[config.mk]
export PLATFORM = sky130hd
export DESIGN_NAME = pc_sequencer
export DESIGN_NICKNAME = d
export VERILOG_FILES = /design/src/rtl/pc_sequencer.sv
export SDC_FILE = /design/constraint.sdc
export NUM_CORES = 1
export LEC_CHECK = 0
export BUFFER_PORTS_ARGS = -buffer_cell sky130_fd_sc_hd__buf_4
export CAP_MARGIN = 10
export CORE_ASPECT_RATIO = 0.8
export CORE_MARGIN = 5
export CORE_UTILIZATION = 40
export CTS_CLUSTER_DIAMETER = 100
export CTS_CLUSTER_SIZE = 28
export DETAILED_ROUTE_END_ITERATION = 7
export HOLD_SLACK_MARGIN = 0.15
export PLACE_DENSITY_LB_ADDON = 0.05
export SLEW_MARGIN = 20
export SYNTH_ARGS = -nofsm -noshare
export SYNTH_HDL_FRONTEND = slang
export SYNTH_SLANG_ARGS = --single-unit
[constraint.sdc]
create_clock -name clk -period 7 [get_ports clk]
set_input_delay 0.35 -clock clk [delete_from_list [all_inputs] [get_ports clk]]
set_output_delay 0.35 -clock clk [all_outputs]
set_load 0.02 [all_outputs]
[src/rtl/pc_sequencer.sv]
// Program-counter sequencer: IDLE -> REQ (fetch) -> EXEC loop with PC-relative conditional branches.
// Latency: 2 cycles per instruction minimum (REQ with immediate ack, then EXEC); each ack-wait cycle adds one.
// Backpressure: imem_ack gates REQ, stall holds EXEC; optional PC_SEQUENCER_RETIRE_CNT_EN enables retired_cnt.
module pc_sequencer #(
  parameter logic [31:0] RESET_PC = 32'h0000_0000
) (
  input  logic        clk,
  input  logic        rst,
  input  logic        imem_ack,
  input  logic [31:0] imem_rdata,
  input  logic        Branch,
  input  logic        EQ,
  input  logic [31:0] ImmOp,
  input  logic        stall,
  output logic        imem_req,
  output logic [31:0] PC,
  output logic [31:0] instr,
  output logic        instr_valid,
  output logic        misalign,
  output logic [31:0] retired_cnt
);

  typedef enum logic [1:0] {
    ST_IDLE = 2'd0,
    ST_REQ  = 2'd1,
    ST_EXEC = 2'd2
  } state_t;

  state_t      state;
  state_t      state_nxt;
  logic [31:0] pc_nxt;
  logic [31:0] instr_nxt;
  logic        valid_nxt;
  logic        mis_nxt;

  // Candidate next PCs; the branch target is relative to the executing
  // instruction's own PC, not the sequential PC+4. Both wrap modulo 2^32.
  logic [31:0] seq_pc;
  logic [31:0] br_target;
  logic        take_branch;

  // Next-PC candidates and branch decision
  always_comb begin
    seq_pc      = PC + 32'd4;
    br_target   = PC + ImmOp;
    take_branch = Branch & EQ;
  end

  // Next-state and next-register-value decode; imem_req depends on state only
  always_comb begin
    state_nxt = state;
    pc_nxt    = PC;
    instr_nxt = instr;
    valid_nxt = 1'b0;
    mis_nxt   = misalign;
    imem_req  = 1'b0;
    case (state)
      ST_IDLE: begin
        state_nxt = ST_REQ;
      end
      ST_REQ: begin
        imem_req = 1'b1;
        // An ack outside REQ never reaches this branch, so it cannot capture.
        if (imem_ack) begin
          instr_nxt = imem_rdata;
          valid_nxt = 1'b1;
          state_nxt = ST_EXEC;
        end
      end
      ST_EXEC: begin
        if (!stall) begin
          state_nxt = ST_REQ;
          if (take_branch) begin
            // Word-align the target; remember that an unaligned one was seen.
            pc_nxt = {br_target[31:2], 2'b00};
            if (br_target[1:0] != 2'b00) begin
              mis_nxt = 1'b1;
            end
          end else begin
            pc_nxt = seq_pc;
          end
        end
      end
      default: begin
        state_nxt = ST_IDLE;
      end
    endcase
  end

  // State and output registers; reset wins over every other input
  always_ff @(posedge clk) begin
    if (rst) begin
      state       <= ST_IDLE;
      PC          <= RESET_PC;
      instr       <= 32'h0;
      instr_valid <= 1'b0;
      misalign    <= 1'b0;
    end else begin
      state       <= state_nxt;
      PC          <= pc_nxt;
      instr       <= instr_nxt;
      instr_valid <= valid_nxt;
      misalign    <= mis_nxt;
    end
  end

`ifdef PC_SEQUENCER_RETIRE_CNT_EN
  logic        retire;
  logic [31:0] retired_q;

  // An instruction retires on every non-stalled EXEC cycle
  always_comb begin
    retire = (state == ST_EXEC) && !stall;
  end

  // Free-running retire counter, wraps silently at 2^32
  always_ff @(posedge clk) begin
    if (rst) begin
      retired_q <= 32'h0;
    end else if (retire) begin
      retired_q <= retired_q + 32'd1;
    end
  end

  assign retired_cnt = retired_q;
`else
  assign retired_cnt = 32'h0;
`endif

endmodule

==> run_results.csv <==
group,metric,value,unit
floorplanning,pin_count,169,
timing,clock_skew,0.00770,ns
logic_synthesis,ys_seq_elements,66,
placed_design,io_buffers,134,
power,p_leak,2.59,nW
floorplanning,dieArea,14300,um2
logic_synthesis,synth_cells,635,
timing,slew_headroom,0.406,
placed_design,dp_slack,4.38,ns
setup_path,max_stage_delay,0.47,ns
logic_synthesis,ys.flop_type,"dfxtp_1",
detailed_routing,drtIter0Drc,401,
setup_path,cpLargestDelayFamily,"compound AO/OA/AOI/OAI gates",
cells_and_area,fin_nets,846,
cells_and_area,fillers,1130,
logic_synthesis,synth.distinct_cells,75,
timing,min_period,2.58,ns
clock_network,postCtsHoldBufs,0,
power,p_per_area,168,nW/um2
clock_network,cts_max_path_buffers,2,
timing,worst_pin_slew,0.890,ns
detailed_routing,ant_nets,0,
logic_synthesis,synth.most_common_cell,"nand2_1",
worst_hold_path,hold_start,"imem_rdata[21]",
clock_network,worstSkewPairLatency,0.33,ns
logic_synthesis,yosys-top-cells-area,"dfxtp_1, a21oi_1, nand2_1, ha_1, buf_4",
setup_path,crit_chain,"ha_1 -> a21oi_1 -> o21ai_1 -> or3_1 -> o21a_4 -> a31o_1 -> o221ai_2 -> nand3_1 -> o311ai_2",
floorplanning,die_height,108,um
logic_synthesis,synth-edff-count,0,
timing,fin_ws,4.42,ns
detailed_routing,firstDrtPassIters,5,
logic_synthesis,yosys.area.top_type_share,0.276,
setup_path,slowest_stage,"dfxtp_1",
cells_and_area,seq_area,1320,um2
clock_network,cts_sinks,66,
clock_network,cts_buffers,9,
run,maxCapViolCount,0,
setup_path,startpoint,"PC[21]$_SDFFE_PP0P_",
setup_path,rrSetupSlack,4.42,ns
detailed_routing,routedWlPerCell,16.2,um
clock_network,cts_tree,"yes",
global_route,antenna_found_initial,0,
global_route,grt_pass1_vias,4502,
setup_path,reg2reg_from,"PC[21]$_SDFFE_PP0P_",
floorplanning,core,11600,um2
placed_design,gp_congestion,0.849,
logic_synthesis,synthTopCellsByCount,"nand2_1, a21oi_1, dfxtp_1, o21ai_0, buf_4",
cells_and_area,multiInputGateArea,3140,um2
detailed_routing,via_per_inst,5.45,
clock_network,cts-root-buf,"clkbuf_16",
setup_path,startpoint_type,"flop",
logic_synthesis,synthArstFlopShare,0,
global_route,grt_max_degree,62,
worst_hold_path,hold_class,"primary input to flop",
clock_network,post-cts-setup-buffers,0,
clock_network,cts_resized,0,
detailed_routing,routed_wl,14500,um
setup_path,critPathCaptureType,"flop",
logic_synthesis,yosysSeqAreaShare,0.276,
timing,grt_setup_unrepaired,"no",
setup_path,critPathArrivalTime,2.82,ns
logic_synthesis,synth.avg_cell_area,7.54,um2
cells_and_area,antenna_cells,0,
logic_synthesis,synth-warning-count,0,
global_route,grt_pass1_wl,22900,um
timing,fmax,388,MHz
floorplanning,die_width,132,um
cells_and_area,drive_gt1_frac,0.242,
timing,final-setup-viol-count,0,
global_route,overflow,0,
detailed_routing,route.detailed.drc,0,
timing,hold_violations,0,
timing,drv_slew,0,
clock_network,clk_pin_slew_worst_paths,0.06,ns
logic_synthesis,yosysTopAreaCell,"dfxtp_1",
setup_path,cp_max_fo,9,
timing,fin_crit_sh,0.368,
clock_network,htreeDepth,3,
setup_path,crit_buf_inv,0,
global_route,grt_use_total,0.193,
detailed_routing,vias,4902,
cells_and_area,area_delta_synth_final,25.5,%
setup_path,crit_type,"flop to flop",
placed_design,place_hpwl,10900,um
timing,fin_tns_setup,0,ns
logic_synthesis,synth.cell_area,4790,um2
floorplanning,initial_core_util,0.413,
power,peakVddDrop,0.120,mV
setup_path,cp.required,7.24,ns
run_status,status,"completed",
floorplanning,std_cell_rows,35,
-- through the flow --
stage | util | cells | hold WS, ns | area (um2) | total power, mW
final | 0.518 | 899 | 0.267 | 6010 | 1.01
after detailed placement | 0.492 | 883 | 0.447 | 5710 | 0.571
after global placement | 0.491 | 883 | 0.439 | 5700 | 0.569
after global routing | 0.518 | 899 | 0.265 | 6010 | 1.05
after CTS | 0.518 | 899 | 0.256 | 6010 | 1.02
after floorplan | - | 668 | 0.486 | 4910 | 0.521
-- power by group --
| group | switching (mW) | total, mW | internal [mW] |
|---|---|---|---|
| registers | 0.00782 | 0.395 | 0.387 |
| clock network | 0.159 | 0.447 | 0.288 |
| logic | 0.102 | 0.169 | 0.0673 |
-- routing by layer --
metal	track usage	up-vias	share of wire
li1	-	2461	-
met5	0	-	0
met1	0.272	2251	0.47
met2	0.304	179	0.45
met3	0.0463	11	0.071
met4	0.0313	0	0.0063
-- sequential cells by signal, summed over array words and instances, names as in the netlist --
signal / flops
instr: 32
instr_valid: 1
state: 2
misalign: 1
PC: 30
-- final timing paths --
check | endpoint | cells past startpoint
setup / recovery | PC[31]$_SDFFE_PP0P_ | 9
hold / removal | instr[21]$_SDFFE_PP0P_ | 3
setup reg to reg | PC[31]$_SDFFE_PP0P_ | 9
hold reg to reg | instr[29]$_SDFFE_PP0P_ | 2
-- cells by family (layout without fill, tap and decap cells) --
logic type	count (synthesis)	count (layout)	share of synthesized area
AO/OA/AOI/OAI	228	228	0.305
XOR/XNOR	23	23	0.0421
adder cells (fa/ha/maj)	30	30	0.0784
buffers and inverters	80	163	0.0951
flip-flops	66	66	0.276
multiplexers	1	1	0.00235
other	1	34	0.000783
AND/OR/NAND/NOR	206	206	0.200
-- worst reg2reg max path, cell delays in order, from the launching register on --
cell and delay [ns]:
dfxtp_1 0.47, ha_1 0.37, a21oi_1 0.20, o21ai_1 0.11, or3_1 0.40, o21a_4 0.25
a31o_1 0.26, o221ai_2 0.22, nand3_1 0.13, o311ai_2 0.10
-- final cells by class --
| cell class | instances | area share |
|---|---|---|
| multi-input combinational | 522 | 0.522 |
| inverter | 11 | 0.00687 |
| clock buffer | 15 | 0.0496 |
| clock inverter | 1 | 0.000833 |
| tap | 148 | 0.0308 |
| sequential | 66 | 0.220 |
| timing repair buffer | 136 | 0.170 |
-- cell usage in the layout, fill, tap and decap left out, types with 3 or more instances in the layout --
cell       netlist  layout
nor2_1          30      30
nand4_1         11      11
o21a_1           5       5
o2bb2ai_1        3       3
conb_1           1      34
buf_4           35     136
o21bai_1         4       4
nand3_1         16      16
nor2_2           3       3
o22ai_1          4       4
a21o_1          14      14
and3_1           3       3
a31oi_1         13      13
dfxtp_1         66      66
a2111oi_2        3       3
xor2_1           9       9
o21ai_1          8       8
o211ai_1         5       5
o21ai_0         40      40
nor4_1           3       3
nand3b_1         3       3
a21oi_1         96      96
clkbuf_8         0       5
xnor2_1         14      14
ha_1            30      30
clkbuf_16        0       9
nand2_1        106     105
inv_1           11      11
nor3_1          11      11
(Power assumes the default switching activity.)
